## config.mk

```make
export PLATFORM = sky130hd
export DESIGN_NAME = otter_cu_fsm
export DESIGN_NICKNAME = d
export VERILOG_FILES = /design/src/rtl/otter_cu_fsm.sv
export SDC_FILE = /design/constraint.sdc
export NUM_CORES = 1
export LEC_CHECK = 0
export ABC_AREA = 1
export CAP_MARGIN = 20
export CORE_MARGIN = 8
export CORE_UTILIZATION = 54
export DETAILED_ROUTE_END_ITERATION = 6
export HOLD_SLACK_MARGIN = 0.08
export PLACE_DENSITY = 0.95
export SYNTH_ARGS = -nofsm -noshare
export SYNTH_HDL_FRONTEND = slang
export SYNTH_SLANG_ARGS = --single-unit
```

## constraint.sdc

```tcl
create_clock -name clk -period 5.9 [get_ports clk]
set_clock_uncertainty 0.05 [all_clocks]
set_input_delay 1.18 -clock clk [delete_from_list [all_inputs] [get_ports clk]]
set_output_delay 1.18 -clock clk [all_outputs]
set_load 0.05 [all_outputs]
```

## src/rtl/otter_cu_fsm.sv

```systemverilog
// otter_cu_fsm: multi-cycle sequencing FSM of the OTTER RV32I control unit.
// Drives PC, register-file, memory and CSR strobes plus the PC source select.
// The decode half is a separate combinational block.
// Optional interrupt support (interrupt entry and mret) is enabled by defining OTTER_INTR_EN.
// Strobes are combinational from state and inputs.
// State and the retired-instruction counter are registered with an asynchronous reset.
module otter_cu_fsm #(
    parameter int CNT_W = 32
) (
    input  logic             clk,
    input  logic             rst,
    input  logic [6:0]       cu_opcode,
    input  logic [2:0]       cu_func3,
    input  logic             cu_br_eq,
    input  logic             cu_br_lt,
    input  logic             cu_br_ltu,
    input  logic             cu_mem_rdy,
    input  logic             cu_intr,
    input  logic             cu_mie,
    output logic             cu_pc_write,
    output logic [2:0]       cu_pcsource,
    output logic             cu_rf_we,
    output logic             cu_mem_rden1,
    output logic             cu_mem_rden2,
    output logic             cu_mem_we2,
    output logic             cu_csr_we,
    output logic             cu_int_taken,
    output logic             cu_mret_exec,
    output logic [1:0]       cu_state,
    output logic [CNT_W-1:0] cu_instret
);

    localparam logic [1:0] ST_FETCH = 2'd0;
    localparam logic [1:0] ST_EXEC  = 2'd1;
    localparam logic [1:0] ST_WB    = 2'd2;
    localparam logic [1:0] ST_INTR  = 2'd3;

    localparam logic [6:0] OPC_OP     = 7'b0110011;
    localparam logic [6:0] OPC_OP_IMM = 7'b0010011;
    localparam logic [6:0] OPC_LUI    = 7'b0110111;
    localparam logic [6:0] OPC_AUIPC  = 7'b0010111;
    localparam logic [6:0] OPC_JAL    = 7'b1101111;
    localparam logic [6:0] OPC_JALR   = 7'b1100111;
    localparam logic [6:0] OPC_BRANCH = 7'b1100011;
    localparam logic [6:0] OPC_LOAD   = 7'b0000011;
    localparam logic [6:0] OPC_STORE  = 7'b0100011;
    localparam logic [6:0] OPC_SYSTEM = 7'b1110011;

    localparam logic [2:0] PCS_PLUS4  = 3'd0;
    localparam logic [2:0] PCS_JALR   = 3'd1;
    localparam logic [2:0] PCS_BRANCH = 3'd2;
    localparam logic [2:0] PCS_JAL    = 3'd3;
    localparam logic [2:0] PCS_MTVEC  = 3'd4;
    localparam logic [2:0] PCS_MEPC   = 3'd5;

    logic [1:0]       state_reg, state_next;
    logic [CNT_W-1:0] instret_reg;

    logic       pc_write, rf_we, rden1, rden2, we2, csr_we, int_taken, mret_exec;
    logic [2:0] pcsource;
    logic       br_taken;
    logic       commit;

`ifndef OTTER_INTR_EN
    // Interrupt inputs have no effect without interrupt support.
    logic unused_intr;
    assign unused_intr = cu_intr ^ cu_mie;
`endif

    // Branch condition from func3; 010/011 are not valid branches and never take.
    always_comb begin
        br_taken = 1'b0;
        case (cu_func3)
            3'b000:  br_taken = cu_br_eq;
            3'b001:  br_taken = ~cu_br_eq;
            3'b100:  br_taken = cu_br_lt;
            3'b101:  br_taken = ~cu_br_lt;
            3'b110:  br_taken = cu_br_ltu;
            3'b111:  br_taken = ~cu_br_ltu;
            default: br_taken = 1'b0;
        endcase
    end

    // Strobe decode and next-state selection.
    always_comb begin
        state_next = state_reg;
        pc_write   = 1'b0;
        pcsource   = PCS_PLUS4;
        rf_we      = 1'b0;
        rden1      = 1'b0;
        rden2      = 1'b0;
        we2        = 1'b0;
        csr_we     = 1'b0;
        int_taken  = 1'b0;
        mret_exec  = 1'b0;
        case (state_reg)
            ST_FETCH: begin
                rden1 = 1'b1;
                if (cu_mem_rdy) state_next = ST_EXEC;
            end
            ST_EXEC: begin
                case (cu_opcode)
                    OPC_OP, OPC_OP_IMM, OPC_LUI, OPC_AUIPC: begin
                        rf_we    = 1'b1;
                        pc_write = 1'b1;
                    end
                    OPC_JAL: begin
                        rf_we    = 1'b1;
                        pc_write = 1'b1;
                        pcsource = PCS_JAL;
                    end
                    OPC_JALR: begin
                        rf_we    = 1'b1;
                        pc_write = 1'b1;
                        pcsource = PCS_JALR;
                    end
                    OPC_BRANCH: begin
                        pc_write = 1'b1;
                        pcsource = br_taken ? PCS_BRANCH : PCS_PLUS4;
                    end
                    OPC_LOAD: begin
                        rden2      = 1'b1;
                        state_next = ST_WB;
                    end
                    OPC_STORE: begin
                        // The write is held until memory accepts it; only then does the PC advance.
                        we2      = 1'b1;
                        pc_write = cu_mem_rdy;
                    end
                    OPC_SYSTEM: begin
                        if (cu_func3 != 3'b000) begin
                            csr_we   = 1'b1;
                            rf_we    = 1'b1;
                            pc_write = 1'b1;
                        end else begin
`ifdef OTTER_INTR_EN
                            pc_write  = 1'b1;
                            pcsource  = PCS_MEPC;
                            mret_exec = 1'b1;
`else
                            pc_write  = 1'b1;
`endif
                        end
                    end
                    default: begin
                        // An illegal opcode executes as a NOP so that the core keeps running.
                        pc_write = 1'b1;
                    end
                endcase
            end
            ST_WB: begin
                rden2 = 1'b1;
                if (cu_mem_rdy) begin
                    rf_we    = 1'b1;
                    pc_write = 1'b1;
                end
            end
            default: begin
`ifdef OTTER_INTR_EN
                pc_write  = 1'b1;
                pcsource  = PCS_MTVEC;
                int_taken = 1'b1;
`endif
                state_next = ST_FETCH;
            end
        endcase

        // A commit is the PC update that completes an instruction. Interrupt entry is not a commit.
        commit = pc_write && ((state_reg == ST_EXEC) || (state_reg == ST_WB));
        if (commit) begin
            state_next = ST_FETCH;
`ifdef OTTER_INTR_EN
            if (cu_intr && cu_mie) state_next = ST_INTR;
`endif
        end
    end

    // State register.
    always_ff @(posedge clk or posedge rst) begin
        if (rst) state_reg <= ST_FETCH;
        else     state_reg <= state_next;
    end

    // Retired-instruction counter; it wraps naturally at its full width.
    always_ff @(posedge clk or posedge rst) begin
        if (rst)         instret_reg <= '0;
        else if (commit) instret_reg <= instret_reg + CNT_W'(1);
    end

    // Strobes are forced low while reset is held, so an aborted instruction leaves no write behind.
    assign cu_pc_write  = pc_write  & ~rst;
    assign cu_pcsource  = rst ? PCS_PLUS4 : pcsource;
    assign cu_rf_we     = rf_we     & ~rst;
    assign cu_mem_rden1 = rden1     & ~rst;
    assign cu_mem_rden2 = rden2     & ~rst;
    assign cu_mem_we2   = we2       & ~rst;
    assign cu_csr_we    = csr_we    & ~rst;
    assign cu_int_taken = int_taken & ~rst;
    assign cu_mret_exec = mret_exec & ~rst;
    assign cu_state     = state_reg;
    assign cu_instret   = instret_reg;

endmodule

```

==> impl_metrics.json, run 1 <==
{
  "r2r_end": "cu_instret[21]",
  "synthArstFlopShare": 1.00,
  "post-synth-top-count-cell": "nand2_1",
  "ir_worst_vdd_uv": 231,
  "io_pins": 63,
  "r2r_start": "cu_state[1]",
  "track_usage": 0.196,
  "critPathMostFrequentCell": "nand2_1",
  "diodes": 0,
  "worstMarginPinSlew_ns": 0.872,
  "synthCells": 426,
  "crit_slowest_cell": "clkdlybuf4s50_1",
  "total_power_uw": 769,
  "cp.depth": 10,
  "startpoint_type": "input port",
  "synth_common_cells": "215 x nand2_1, 53 x nor2_1, 34 x dfrtp_1, 34 x inv_1, 25 x nand3_1",
  "cp_cell_sequence": "clkdlybuf4s50_1, inv_2, nand2_1, nor2_2, nand2_1, nand2_1, nand2_1, nand2_2, nor2_1, clkdlybuf4s50_1",
  "drive_gt1_frac": 0.0682,
  "hold_depth": 2,
  "slew_viol_final": 0,
  "clock_path_buffers": 2,
  "p_leak_uw": 0.00153,
  "die_h_um": 85.4,
  "avgSynthCellArea_sq_um": 6.10,
  "htreeDepth": 2,
  "post-cts-setup-buffers": 0,
  "crit_start": "cu_opcode[2]",
  "drtIter0Drc": 110,
  "firstDrtPassIters": 4,
  "hold_buffers": 0,
  "setup_violations": 0,
  "use_met3": 0.0492,
  "post-place-ws_ns": 1.08,
  "dp_cells": 530,
  "start_util": 0.554,
  "reg2reg_slack_ns": 3.31,
  "grt_most_used_layer": "met2",
  "rsz0062_at_grt": "no",
  "cp_slowest_stage_delay_ns": 0.84,
  "yosys_warnings": 0,
  "die_area_sq_um": 7290,
  "fmax_mhz": 208,
  "rr_worst_depth": 8,
  "cp-endpoint": "cu_pc_write",
  "setup_tns_ns": 0,
  "maxSlewHeadroom": 0.418,
  "routed_via_density": 5.00,
  "hold_violations": 0,
  "wl_um": 6770,
  "drc": 0,
  "cts_tree": "done",
  "status": "finished, final reports clean",
  "numCtsBuffers": 5,
  "use_met1": 0.220,
  "synthFlopType": "dfrtp_1",
  "numClockSinks": 34,
  "ant_nets": 0,
  "port_buffers": 57,
  "worstPathArrival_ns": 3.59,
  "required_ns": 4.67,
  "crit_fanout": 38,
  "grt_pass1_wl_um": 11700,
  "hp-class": "reg -> reg",
  "placementRows": 25,
  "drv_cap": 0,
  "instances_no_fill": 538,
  "grt_max_degree": 39,
  "fin_area_sq_um": 3260,
  "synth_top_cell_by_area": "dfrtp_1",
  "synth_top_area_frac": 0.328,
  "synth_area_sq_um": 2600,
  "finalCritPeriodShare": 0.817,
  "wl_per_cell_um": 12.6,
  "critPathKind": "in -> out",
  "synth_seq_area_share": 0.328,
  "critical_path.n_buffers_inverters": 3,
  "ys_ff_latch": 34,
  "grt_pass1_vias": 2733,
  "synth_cell_types": 20,
  "antenna_found_initial": 0,
  "clk-insertion-delay-late_ns": 0.29,
  "synthTopCellsByArea": "dfrtp_1 33%, nand2_1 31%, nor2_1 7.7%",
  "dp_hpwl_um": 5300,
  "worst_slack_ns": 1.08,
  "met2_usage": 0.352,
  "cpLargestDelayFamily": "buffers and inverters",
  "route.vias.total": 2689,
  "nets": 505,
  "root_buffer": "clkbuf_8",
  "grt-ovfl-total": 0,
  "die_w_um": 85.4,
  "coreArea_sq_um": 4690,
  "power_density_nw_per_um2": 236,
  "cts_resized": 0,
  "period_needed_ns": 4.82,
  "synth-edff-count": 0,
  "critPathCaptureType": "output pin",
  "area_delta_synth_final_pct": 25.5,
  "place_congestion": 0.959,
  "placed_area_sq_um": 3170,
  "clkSlewWorstSetupHoldPaths_ns": 0.07
}
[flip-flops by register name, summed over array words and instances, names as in the netlist]
signal / cells
cu_instret: 32
cu_state: 2
[report_power, final]
| part | total (uW) | switching, uW | internal (uW) |
|---|---|---|---|
| Sequential | 280 | 28.5 | 251 |
| Clock | 178 | 84.1 | 94.1 |
| Combinational | 311 | 223 | 88.6 |
[routing by layer]
layer	up-vias	wire [um]	part of all wire
met4	0	99	0.015
met1	1225	2920	0.43
met5	-	0	0
met3	9	366	0.054
met2	66	3380	0.50
li1	1389	-	-
[area by class of cell]
type                    count  area, sq um
clock buffers               7         86.3
multi-input cells         345         1530
flip-flops and latches     34          851
clock inverters             1         5.00
inverters                  39          146
repair buffers             58          578
fillers                   414         1430
well taps                  54         67.6
[worst min path at each step]
| stage | from | end |
|---|---|---|
| global placement | cu_instret[31] | cu_instret[31] |
| global route | cu_instret[7] | cu_instret[7] |
| detailed placement | cu_instret[31] | cu_instret[31] |
| CTS | cu_instret[31] | cu_instret[31] |
| floorplan | cu_instret[31] | cu_instret[31] |
| finish | cu_instret[31] | cu_instret[31] |
[stage by stage]
stage / hold WS (ns) / util
finish: 0.503 / 0.695
global route: 0.553 / 0.695
floorplan: 0.727 / -
CTS: 0.512 / 0.695
detailed placement: 0.496 / 0.675
global placement: 0.469 / 0.675
[worst register-to-register path, delay by kind of cell, from the launching register on]
kind / cells / cell delay [ns]
DFF: 1 / 0.42
adders and majority gates: 1 / 0.30
and+or+nand+nor: 4 / 0.78
buffers and inverters: 3 / 0.97
[cells by family after synthesis]
family,synth area share
other,0.00144
and+or+nand+nor,0.493
adders and majority gates,0.0193
DFF,0.328
xor gates and xnor gates,0.0539
buffers and inverters,0.0881
AOI/OAI and AO/OA,0.0164
[cells in the final DEF, fill, tap and decap left out]
cell type / netlist / layout
nand3_1: 25 / 25
nand2_1: 215 / 215
inv_1: 34 / 34
o211ai_1: 1 / 1
buf_4: 3 / 1
xnor2_1: 6 / 6
nor2_2: 9 / 9
clkbuf_8: 0 / 6
a21oi_1: 3 / 3
nor2_4: 4 / 4
o21ai_0: 4 / 4
nor2_1: 53 / 53
clkdlybuf4s50_1: 0 / 57
dfrtp_1: 34 / 34
clkbuf_1: 0 / 1
ha_1: 4 / 4
nor3_1: 1 / 1
nand2_2: 7 / 7
conb_1: 1 / 3
inv_2: 5 / 5
clkinv_2: 0 / 1
xor2_1: 10 / 10
(Power assumes the default switching activity.)
==> run 2: changes to the inputs <==
--- a/config.mk
+++ b/config.mk
@@ -8,10 +8,10 @@
 export ABC_AREA = 1
 export CAP_MARGIN = 20
 export CORE_MARGIN = 8
-export CORE_UTILIZATION = 54
+export CORE_UTILIZATION = 50
 export DETAILED_ROUTE_END_ITERATION = 6
 export HOLD_SLACK_MARGIN = 0.08
-export PLACE_DENSITY = 0.95
+export PLACE_DENSITY = 0.93
 export SYNTH_ARGS = -nofsm -noshare
 export SYNTH_HDL_FRONTEND = slang
 export SYNTH_SLANG_ARGS = --single-unit
==> constraint.sdc (replaced) <==
create_clock -name clk -period 4.6 [get_ports clk]
set_clock_uncertainty 0.05 [all_clocks]
set_input_delay 0.92 -clock clk [delete_from_list [all_inputs] [get_ports clk]]
set_output_delay 0.92 -clock clk [all_outputs]
set_load 0.05 [all_outputs]
==> run 2 against run 1 <==
Worst setup slack worse by 0.23 ns. Wire length is 2.3% higher. Register-to-register slack worse by 1.1 ns. Largest power group unchanged. Highest routed layer unchanged.
==> impl_metrics.json, run 2 (synthesis gave the netlist of run 1 again) <==
{
  "coreArea_sq_um": 5070,
  "dp_cells": 547,
  "post-route-util": 0.653,
  "final_common_cell": "nand2_1",
  "hold_depth": 2,
  "route.vias.total": 2708,
  "setup_tns_ns": 0,
  "rr_worst_depth": 9,
  "cts_tree": "done",
  "wl_per_cell_um": 12.5,
  "diodes": 0,
  "setup_violations": 0,
  "wl_met1_um": 2840,
  "power_density_nw_per_um2": 310,
  "post-place-ws_ns": 0.855,
  "required_ns": 3.63,
  "place_congestion": 0.927,
  "worstMarginPinSlew_ns": 0.954,
  "period_needed_ns": 3.75,
  "maxSlewHeadroom": 0.363,
  "fillers": 474,
  "ant_nets": 0,
  "clock_path_buffers": 2,
  "die_h_um": 88.1,
  "total_power_uw": 1030,
  "drc": 0,
  "status": "finished, final reports clean",
  "routed-wl-met2_um": 3610,
  "dp_hpwl_um": 5490,
  "io_pins": 63,
  "p_switching_uw": 435,
  "switching_share": 0.424,
  "crit_fanout": 3,
  "ir_worst_vdd_uv": 350,
  "worstPathArrival_ns": 2.78,
  "clkSlewWorstSetupHoldPaths_ns": 0.07,
  "area_delta_synth_final_pct": 27.6,
  "dr_wl_met3_um": 365,
  "post-cts-setup-buffers": 0,
  "grt_max_degree": 38,
  "p_leak_uw": 0.00156,
  "power.internal_uw": 592,
  "root_buffer": "clkbuf_8",
  "hold_violations": 0,
  "grt-ovfl-total": 0,
  "critPathKind": "in -> out",
  "track_usage": 0.192,
  "cts_resized": 0,
  "placementRows": 26,
  "clk-insertion-delay-late_ns": 0.28,
  "largest_register_ff_count": 32,
  "instances_no_fill": 555,
  "p_clk_frac": 0.251,
  "start_util": 0.512,
  "grt_pass1_vias": 2808,
  "worst_slack_ns": 0.853,
  "top_layer_used": "met4",
  "wl_um": 6920,
  "drtIter0Drc": 162,
  "die_area_sq_um": 7760,
  "die_w_um": 88.1,
  "routed_via_density": 4.88,
  "critPathCaptureType": "output pin",
  "slew_viol_final": 0,
  "fmax_mhz": 267,
  "firstDrtPassIters": 4,
  "startpoint_type": "input port",
  "numClockSinks": 34,
  "drive_gt1_frac": 0.0845,
  "nets": 506,
  "rsz0062_at_grt": "no",
  "drv_cap": 0,
  "hold_buffers": 0,
  "power.sequential.fraction": 0.352,
  "numCtsBuffers": 5,
  "antenna_found_initial": 0,
  "finalCritPeriodShare": 0.815,
  "p_comb_frac": 0.397,
  "layout_common_cells": "215 x nand2_1, 53 x nor2_1, 51 x clkdlybuf4s50_1",
  "grt_pass1_wl_um": 12100,
  "htreeDepth": 2,
  "hp-class": "reg -> reg",
  "port_buffers": 57
}
==> run 2: path summary, 6_finish.rpt <==
kind                                      from              to  slack (ns)
worst max-delay path              cu_opcode[3]     cu_pc_write        0.85
worst min-delay path            cu_instret[31]  cu_instret[31]        0.49
worst max register to register     cu_state[0]  cu_instret[18]        2.22
worst min register to register  cu_instret[31]  cu_instret[31]        0.49
max in group asynchronous                  rst  cu_instret[18]        3.08
min in group asynchronous                  rst   cu_instret[9]        1.10
==> run 2: final cells by class <==
type / instances / area (sq um) / area share
clock buffers: 8 / 110 / 0.0332
flip-flops and latches: 34 / 851 / 0.257
well taps: 70 / 87.6 / 0.0264
repair buffers: 59 / 596 / 0.180
inverters: 39 / 146 / 0.0442
multi-input cells: 345 / 1530 / 0.460
==> run 2: power by group through the flow <==
stage               sequential (uW)  clock (uW)  combinational (uW)
floorplan                       435           0                 248
global placement                363           0                 395
detailed placement              366           0                 408
CTS                             361         261                 409
global route                    367         275                 441
finish                          361         258                 408
==> run 2: routing by layer <==
metal | global-route usage | up-vias
met5 | 0 | -
li1 | - | 1391
met4 | 0.0553 | 0
met2 | 0.369 | 70
met1 | 0.208 | 1235
met3 | 0.0310 | 12
==> run 2: critical path, cell delays in order <==
cell             delay (ns)
clkdlybuf4s50_1        0.52
inv_2                  0.05
nand2_1                0.07
nor2_2                 0.05
nand2_1                0.07
nand2_1                0.07
nand2_1                0.08
nand2_2                0.05
nor2_1                 0.08
clkdlybuf4s50_1        0.81
==> run 2: per-stage QoR <==
step                      hold slack [ns]  cell area (sq um)
after global placement              0.464               3210
final                               0.492               3320
after detailed placement            0.477               3210
after global routing                0.536               3320
after floorplan                     0.727               2610
after CTS                           0.494               3320
==> run 3: changes to the inputs <==
--- a/config.mk
+++ b/config.mk
@@ -8,10 +8,10 @@
 export ABC_AREA = 1
 export CAP_MARGIN = 20
 export CORE_MARGIN = 8
-export CORE_UTILIZATION = 50
+export CORE_UTILIZATION = 45
 export DETAILED_ROUTE_END_ITERATION = 6
 export HOLD_SLACK_MARGIN = 0.08
-export PLACE_DENSITY = 0.93
+export PLACE_DENSITY = 0.89
 export SYNTH_ARGS = -nofsm -noshare
 export SYNTH_HDL_FRONTEND = slang
 export SYNTH_SLANG_ARGS = --single-unit
==> constraint.sdc (replaced) <==
create_clock -name clk -period 3.1 [get_ports clk]
set_clock_uncertainty 0.05 [all_clocks]
set_input_delay 0.62 -clock clk [delete_from_list [all_inputs] [get_ports clk]]
set_output_delay 0.62 -clock clk [all_outputs]
set_load 0.05 [all_outputs]
==> run 3 against run 2 <==
Clock power grew 19%. Critical path depth fell by 7. Utilization shrank 6.0 points. Sequential cell count is the same. Via count down 0.18%. Die area is 9.1% higher. Cell count increased by 0.36%. Hold slack is essentially flat. Sequential power rose by 48%. First-iteration DRC count grew 2.5%. Final area decreased by 0.91%. Critical path type unchanged.
==> impl_metrics.json, run 3 (synthesis gave the netlist of run 1 again) <==
{
  "cpLargestDelayFamily": "buffers and inverters",
  "cp.depth": 3,
  "wl_um": 6880,
  "die_area_sq_um": 8460,
  "post-route-util": 0.593,
  "p_clk_frac": 0.210,
  "fmax_mhz": 367,
  "hp-class": "reg -> reg",
  "crit_fanout": 3,
  "dp_hpwl_um": 5440,
  "nets": 507,
  "clk-insertion-delay-late_ns": 0.29,
  "holdWs_ns": 0.492,
  "firstDrtPassIters": 5,
  "antenna_found_initial": 0,
  "grt-ovfl-total": 0,
  "placementRows": 27,
  "critical_path.n_buffers_inverters": 2,
  "drc": 0,
  "drive_gt1_frac": 0.0866,
  "cts_tree": "done",
  "slew_viol_final": 0,
  "coreArea_sq_um": 5540,
  "setup_tns_ns": 0,
  "maxSlewHeadroom": 0.654,
  "r2r_end": "cu_instret[17]",
  "die_h_um": 92.0,
  "p_leak_uw": 0.00154,
  "cts_resized": 0,
  "port_buffers": 57,
  "worstPathArrival_ns": 2.05,
  "diodes": 0,
  "clock_path_buffers": 2,
  "area_delta_synth_final_pct": 26.5,
  "grt_pass1_vias": 2714,
  "power_density_nw_per_um2": 445,
  "startpoint_type": "input port",
  "place_congestion": 0.937,
  "numClockSinks": 34,
  "hold_violations": 0,
  "switching_share": 0.437,
  "wl_per_cell_um": 12.4,
  "post-cts-setup-buffers": 0,
  "grt_max_degree": 38,
  "start_util": 0.469,
  "drv_cap": 0,
  "critPathCaptureType": "output pin",
  "power.sequential.fraction": 0.366,
  "ant_nets": 0,
  "p_comb_frac": 0.424,
  "die_w_um": 92.0,
  "routed_via_density": 4.85,
  "io_pins": 63,
  "reg2reg_slack_ns": 1.12,
  "worstMarginPinSlew_ns": 0.518,
  "power.internal_uw": 822,
  "status": "finished, final reports clean",
  "setup_violations": 0,
  "critPathMostFrequentCell": "clkdlybuf4s50_1",
  "numCtsBuffers": 5,
  "htreeDepth": 2,
  "p_switching_uw": 639,
  "cp_slowest_stage_delay_ns": 0.82,
  "r2r_start": "cu_state[0]",
  "root_buffer": "clkbuf_8",
  "route.vias.total": 2703,
  "hold_buffers": 0,
  "cp-endpoint": "cu_mem_rden1",
  "rr_worst_depth": 10,
  "grt_pass1_wl_um": 12200,
  "cp_cell_sequence": "clkdlybuf4s50_1, nor2_1, clkdlybuf4s50_1",
  "required_ns": 2.43,
  "crit_start": "rst",
  "crit_slowest_cell": "clkdlybuf4s50_1",
  "period_needed_ns": 2.72,
  "clkSlewWorstSetupHoldPaths_ns": 0.06,
  "track_usage": 0.172,
  "critPathKind": "in -> out",
  "rsz0062_at_grt": "no",
  "fillers": 530,
  "layout_common_cells": "215 x nand2_1, 53 x nor2_1, 50 x clkdlybuf4s50_1",
  "final_common_cell": "nand2_1",
  "largest_register_ff_count": 32,
  "ir_worst_vdd_uv": 445,
  "finalCritPeriodShare": 0.878,
  "drtIter0Drc": 166
}
run 3: worst register-to-register path, cell delays in order, from the launching register on:
cell and delay [ns]:
dfrtp_1 0.40, inv_1 0.08, ha_1 0.30, inv_1 0.05, nor2_1 0.15, nand2_2 0.08
buf_4 0.24, inv_1 0.09, buf_4 0.29, nand2_1 0.11, nand2_1 0.07
run 3: metrics by stage:
stage	area, sq um	std cells	power [uW]	setup slack (ns)
final	3290	557	1460	0.378
after global routing	3290	557	1560	0.318
after CTS	3290	557	1470	0.363
after detailed placement	3210	550	1160	0.377
after global placement	3210	550	1140	0.403
after floorplan	2610	428	1020	0.0521
run 3: worst min path at each step:
| stage | cells after the start | from | end | slack [ns] |
|---|---|---|---|---|
| floorplan | 1 | rst | cu_instret[0] | 0.52 |
| detailed placement | 2 | cu_instret[31] | cu_instret[31] | 0.48 |
| global placement | 2 | cu_instret[31] | cu_instret[31] | 0.46 |
| CTS | 2 | cu_instret[31] | cu_instret[31] | 0.49 |
| global route | 2 | cu_instret[30] | cu_instret[30] | 0.55 |
| finish | 2 | cu_instret[31] | cu_instret[31] | 0.49 |
run 3: layout make-up:
type,instances,area (sq um),area share
multi-input combinational,345,1530,0.466
sequential,34,851,0.259
tap,72,90.1,0.0274
inverter,39,150,0.0457
timing repair buffer,60,588,0.179
clock buffer,7,76.3,0.0232
run 3: power groups by stage:
stage	registers (uW)	clock network (uW)	logic, uW
after global routing	543	339	675
after global placement	539	0	600
final	534	307	620
after CTS	534	313	622
after floorplan	646	0	369
after detailed placement	541	0	622
run 3: metal layers:
| layer | global-route usage | wire length [um] |
|---|---|---|
| met3 | 0.0424 | 373 |
| met5 | 0 | 0 |
| met1 | 0.192 | 2970 |
| met4 | 0.0792 | 203 |
| met2 | 0.300 | 3330 |
==> edit 1, RTL diff (flow settings as in run 3) <==
Add a define of `OTTER_INTR_EN`.
--- a/src/rtl/otter_cu_fsm.sv
+++ b/src/rtl/otter_cu_fsm.sv
@@ -6,2 +6,4 @@
 // State and the retired-instruction counter are registered with an asynchronous reset.
+`define OTTER_INTR_EN
+
 module otter_cu_fsm #(
Formal check against the unedited RTL: not equivalent (Yosys sat finds a counterexample within 4 cycles, from zero or initial values and one cycle with rst high).
==> edit 1 against run 3 <==
Routed wire length up 6.9%; final area grew 4.2%; sequential cell count is the same; global-route usage rose by 0.40 points; register-to-register slack lost 0.17 ns; critical path type unchanged; setup slack worse by 0.22 ns; area after synthesis decreased by 0.72%; highest routed layer unchanged.
Power is not compared: it rests on default switching activity, and its combinational part moved more than twofold at a synthesized area within 25%.
==> edit 1: results (changes against run 3) <==
{
  "run_status": {
    "outcome": {"value": "finished, final reports clean", "change": "unchanged"}
  },
  "routing": {
    "routed_wirelength": {"value": 7360, "unit": "um", "change": "was 6880 um"},
    "drt-pass1-iter-count": {"value": 4, "change": "was 5"},
    "drtIter0Drc": {"value": 181, "change": "was 166"},
    "vias_per_cell": {"value": 5.04, "change": "was 4.85"}
  },
  "sta": {
    "max_slew_margin": {"value": 0.579, "change": "was 0.654"}
  },
  "cells_and_area": {
    "fillers": {"value": 507, "change": "was 530"},
    "instances_no_fill": {"value": 539, "change": "was 557"},
    "final_net_count": {"value": 490, "change": "was 507"},
    "fraction_of_layout_cells_with_a_size_suffix_above_1": {"value": 0.0771, "change": "was 0.0866"}
  },
  "global_routing": {
    "grt_start_max_net_pins": {"value": 39, "change": "was 38"},
    "via_count_of_the_first_global_routing_pass": {"value": 2671, "change": "was 2,714"},
    "grt_usage": {"value": 0.176, "change": "was 0.172"}
  },
  "logic_synthesis": {
    "yosys.area_share.adder": {"value": 0.0291, "change": "was 0.0193"},
    "synth_common_cells": {"value": "sky130_fd_sc_hd__nand2_1 (150), sky130_fd_sc_hd__nor2_1 (50), sky130_fd_sc_hd__inv_1 (48), sky130_fd_sc_hd__dfrtp_1 (34), sky130_fd_sc_hd__nand3_1 (18)", "change": "was sky130_fd_sc_hd__nand2_1 (215), sky130_fd_sc_hd__nor2_1 (53), sky130_fd_sc_hd__dfrtp_1 (34), sky130_fd_sc_hd__inv_1 (34), sky130_fd_sc_hd__nand3_1 (25)"},
    "synth-seq-area-share": {"value": 0.330, "change": "was 0.328"},
    "synth.lib_cells_used.distinct": {"value": 27, "change": "was 20"},
    "avgSynthCellArea": {"value": 6.41, "unit": "sq um", "change": "was 6.10 sq um"},
    "synth-compound-area-share": {"value": 0.0655, "change": "was 0.0164"},
    "synth_xor_xnor_area_share": {"value": 0.0645, "change": "was 0.0539"}
  },
  "critical_path": {
    "worst-endpoint-arrival": {"value": 2.27, "unit": "ns", "change": "was 2.05 ns"},
    "max_stage_delay": {"value": 0.52, "unit": "ns", "change": "was 0.82 ns"},
    "critical_path.max_fanout": {"value": 4, "change": "was 3"}
  },
  "placed_design": {
    "buffer_ports.inserted": {"value": 62, "change": "was 57"},
    "gp_congestion": {"value": 0.943, "change": "was 0.937"},
    "dp_hpwl": {"value": 5960, "unit": "um", "change": "was 5440 um"},
    "postPlaceCellArea": {"value": 3330, "unit": "sq um", "change": "was 3210 sq um"},
    "placedCellCount": {"value": 531, "change": "was 550"}
  }
}
edit 1: path summary, 6_finish.rpt:
| path | start | endpoint | slack [ns] | cells after the start |
|---|---|---|---|---|
| setup / recovery | cu_opcode[4] | cu_rf_we | 0.16 | 8 |
| hold / removal | cu_instret[29] | cu_instret[29] | 0.49 | 2 |
| setup reg to reg | cu_state[1] | cu_instret[6] | 0.95 | 10 |
| hold reg to reg | cu_instret[29] | cu_instret[29] | 0.49 | 2 |
| max in group asynchronous | rst | cu_instret[18] | 1.84 | 3 |
| min in group asynchronous | rst | cu_instret[8] | 0.85 | 3 |
edit 1: power by group:
group | switching [mW] | internal, mW | total, mW
sequential | 0.108 | 0.531 | 0.639
combinational | 0.875 | 0.386 | 1.26
clock | 0.158 | 0.179 | 0.337
edit 1: worst reg2reg max path: stages (launching register included):
cell and delay, ns:
sky130_fd_sc_hd__dfrtp_1 0.46, sky130_fd_sc_hd__inv_1 0.11, sky130_fd_sc_hd__ha_1 0.22, sky130_fd_sc_hd__inv_1 0.10, sky130_fd_sc_hd__nor2_4 0.12, sky130_fd_sc_hd__nand2_2 0.06
sky130_fd_sc_hd__nand2_2 0.07, sky130_fd_sc_hd__nand2_2 0.06, sky130_fd_sc_hd__inv_2 0.46, sky130_fd_sc_hd__o21ai_0 0.23, sky130_fd_sc_hd__o21ai_0 0.13
edit 1: cells by family after synthesis:
| family | count (synthesis) |
|---|---|
| AOI/OAI and AO/OA | 30 |
| adders and majority gates | 6 |
| buffers and inverters | 59 |
| xor gates and xnor gates | 19 |
| and+or+nand+nor | 254 |
| DFF | 34 |
edit 1: area by class of cell:
class | instances | area, sq um | area share
inverter | 52 | 195 | 0.0570
timing repair buffer | 64 | 713 | 0.208
clock buffer | 7 | 86.3 | 0.0252
tap | 72 | 90.1 | 0.0263
sequential | 34 | 851 | 0.248
clock inverter | 1 | 5.00 | 0.00146
multi-input combinational | 309 | 1480 | 0.433
edit 1: per-layer routing:
layer  share of wire  GRT usage  up-vias  wire, um
li1                -          -     1372         -
met5               0          0        -         0
met2            0.50      0.307       73      3650
met3           0.056     0.0310       18       411
met1            0.42      0.209     1255      3110
met4           0.026     0.0698        0       189
edit 1: metrics by stage:
step | setup slack [ns] | total power, mW
floorplan | 0.0681 | 1.55
global placement | 0.224 | 1.87
detailed placement | 0.174 | 1.91
CTS | 0.175 | 2.25
global route | 0.105 | 2.38
finish | 0.162 | 2.24
==> edit 2, RTL diff (config.mk and constraints of run 3) <==
Made on the original files. Make the reset (`rst`) synchronous in 2 clocked blocks. Comments in the files are not updated.
--- a/src/rtl/otter_cu_fsm.sv
+++ b/src/rtl/otter_cu_fsm.sv
@@ -178,3 +178,3 @@
     // State register.
-    always_ff @(posedge clk or posedge rst) begin
+    always_ff @(posedge clk) begin
         if (rst) state_reg <= ST_FETCH;
@@ -184,3 +184,3 @@
     // Retired-instruction counter; it wraps naturally at its full width.
-    always_ff @(posedge clk or posedge rst) begin
+    always_ff @(posedge clk) begin
         if (rst)         instret_reg <= '0;
Function: differs if rst is asserted again (counterexample within 4 cycles, from zero or initial values and one cycle with rst high); with rst held inactive, the same outputs for 10 cycles.
==> edit 2 against run 3 <==
Count of clock-buffer cells in the layout is 1 higher; setup slack lost 0.22 ns; non-clock buffer count is 1 higher; final area increased by 3.7%; sequential cell count unchanged; synthesized cell count is 1.6% lower; area after synthesis is 0.19% higher; sequential share of layout area shrank 5.9 points; routed wire length down 1.5%; total power shrank 8.5%.
==> edit 2: results (changes against run 3) <==
{
  "pwr": {
    "total_leakage_power": {"value": 1.23, "unit": "nW", "change": "was 1.54 nW"},
    "vdd_drop_max": {"value": 0.303, "unit": "mV", "change": "was 0.445 mV"}
  },
  "global_routing": {
    "met3_usage": {"value": 0.0611, "change": "was 0.0424"},
    "globalRouteMet2Util": {"value": 0.293, "change": "was 0.300"},
    "groute.layer.met1.usage": {"value": 0.168, "change": "was 0.192"},
    "grt_start_max_net_pins": {"value": 32, "change": "was 38"}
  },
  "placed_design": {
    "postPlaceCellArea": {"value": 3300, "unit": "sq um", "change": "was 3210 sq um"},
    "detailedPlace.worstSlack": {"value": 0.200, "unit": "ns", "change": "was 0.377 ns"},
    "gp_congestion": {"value": 0.902, "change": "was 0.937"}
  },
  "sta": {
    "worst_pin_slew": {"value": 0.517, "unit": "ns", "change": "was 0.518 ns"},
    "finalHoldWorstSlack": {"value": 0.448, "unit": "ns", "change": "was 0.492 ns"}
  },
  "hold_path": {
    "min_to": {"value": "cu_instret[2]", "change": "was cu_instret[31]"}
  },
  "critical_path": {
    "worst-endpoint-arrival": {"value": 2.27, "unit": "ns", "change": "was 2.05 ns"},
    "r2r_slack": {"value": 1.16, "unit": "ns", "change": "was 1.12 ns"}
  },
  "routing": {
    "routed_wirelength": {"value": 6780, "unit": "um", "change": "was 6880 um"},
    "met2RoutedLength": {"value": 3320, "unit": "um", "change": "was 3330 um"},
    "drt-pass1-iter-count": {"value": 4, "change": "was 5"},
    "detailroute.via_count": {"value": 2753, "change": "was 2,703"}
  },
  "cells_and_area": {
    "buffer_area_frac": {"value": 0.200, "change": "was 0.179"},
    "clock_tree_area_fraction": {"value": 0.0323, "change": "was 0.0232"},
    "fillers": {"value": 525, "change": "was 530"},
    "final_net_count": {"value": 501, "change": "was 507"},
    "multiInputCombCellCount": {"value": 333, "change": "was 345"},
    "clock_buffer_count": {"value": 8, "change": "was 7"},
    "final.signal_inverter_count": {"value": 43, "change": "was 39"},
    "multi_input_area_share": {"value": 0.493, "change": "was 0.466"},
    "fraction_of_layout_cells_with_a_size_suffix_above_1": {"value": 0.132, "change": "was 0.0866"},
    "seq-cell-share": {"value": 0.200, "change": "was 0.259"},
    "layout-area-overhead-vs-synth": {"value": 30.9, "unit": "%", "change": "was 26.5%"}
  },
  "logic_synthesis": {
    "synth.area.top_cells": {"value": "sky130_fd_sc_hd__dfxtp_1 (26%), sky130_fd_sc_hd__nand2_1 (22%), sky130_fd_sc_hd__nor2_1 (7.5%)", "change": "was sky130_fd_sc_hd__dfrtp_1 (33%), sky130_fd_sc_hd__nand2_1 (31%), sky130_fd_sc_hd__nor2_1 (7.7%)"},
    "synth-seq-area-share": {"value": 0.262, "change": "was 0.328"}
  },
  "run_status": {
    "outcome": {"value": "finished, final reports clean", "change": "unchanged"}
  }
}
## edit 2: changes by cell type after synthesis, moves of 3 or more
| cell | run 3 | this run |
|---|---|---|
| sky130_fd_sc_hd__nor3_1 | 1 | 7 |
| sky130_fd_sc_hd__nand2_4 | 0 | 3 |
| sky130_fd_sc_hd__inv_1 | 34 | 37 |
| sky130_fd_sc_hd__nand3_1 | 25 | 21 |
| sky130_fd_sc_hd__dfxtp_1 | 0 | 34 |
| sky130_fd_sc_hd__nor2_4 | 4 | 9 |
| sky130_fd_sc_hd__nand2_1 | 215 | 155 |
| sky130_fd_sc_hd__dfrtp_1 | 34 | 0 |
| sky130_fd_sc_hd__nand4_1 | 0 | 6 |
| sky130_fd_sc_hd__a21oi_1 | 3 | 25 |
| sky130_fd_sc_hd__buf_2 | 3 | 0 |
## edit 2: how the worst max path moves through the flow
stage / start / endpoint / slack [ns] / cells past startpoint
floorplan: cu_state[0] / cu_pcsource[1] / 0.17 / 5
global placement: cu_opcode[5] / cu_rf_we / 0.26 / 8
detailed placement: cu_opcode[5] / cu_rf_we / 0.20 / 8
CTS: cu_opcode[5] / cu_rf_we / 0.17 / 8
global route: cu_opcode[5] / cu_rf_we / 0.04 / 8
finish: cu_opcode[5] / cu_rf_we / 0.16 / 8
## edit 2: cell families after synthesis
| logic type | Yosys count | share of synthesized area |
|---|---|---|
| AOI/OAI and AO/OA | 35 | 0.0731 |
| xor gates and xnor gates | 15 | 0.0505 |
| adders and majority gates | 5 | 0.0240 |
| buffers and inverters | 54 | 0.0986 |
| DFF | 34 | 0.262 |
| other | 1 | 0.00144 |
| and+or+nand+nor | 275 | 0.491 |
## edit 2: power breakdown
group | internal, mW | switching, mW | total [mW]
clock network | 0.224 | 0.165 | 0.389
registers | 0.452 | 0.0118 | 0.463
logic | 0.153 | 0.331 | 0.484
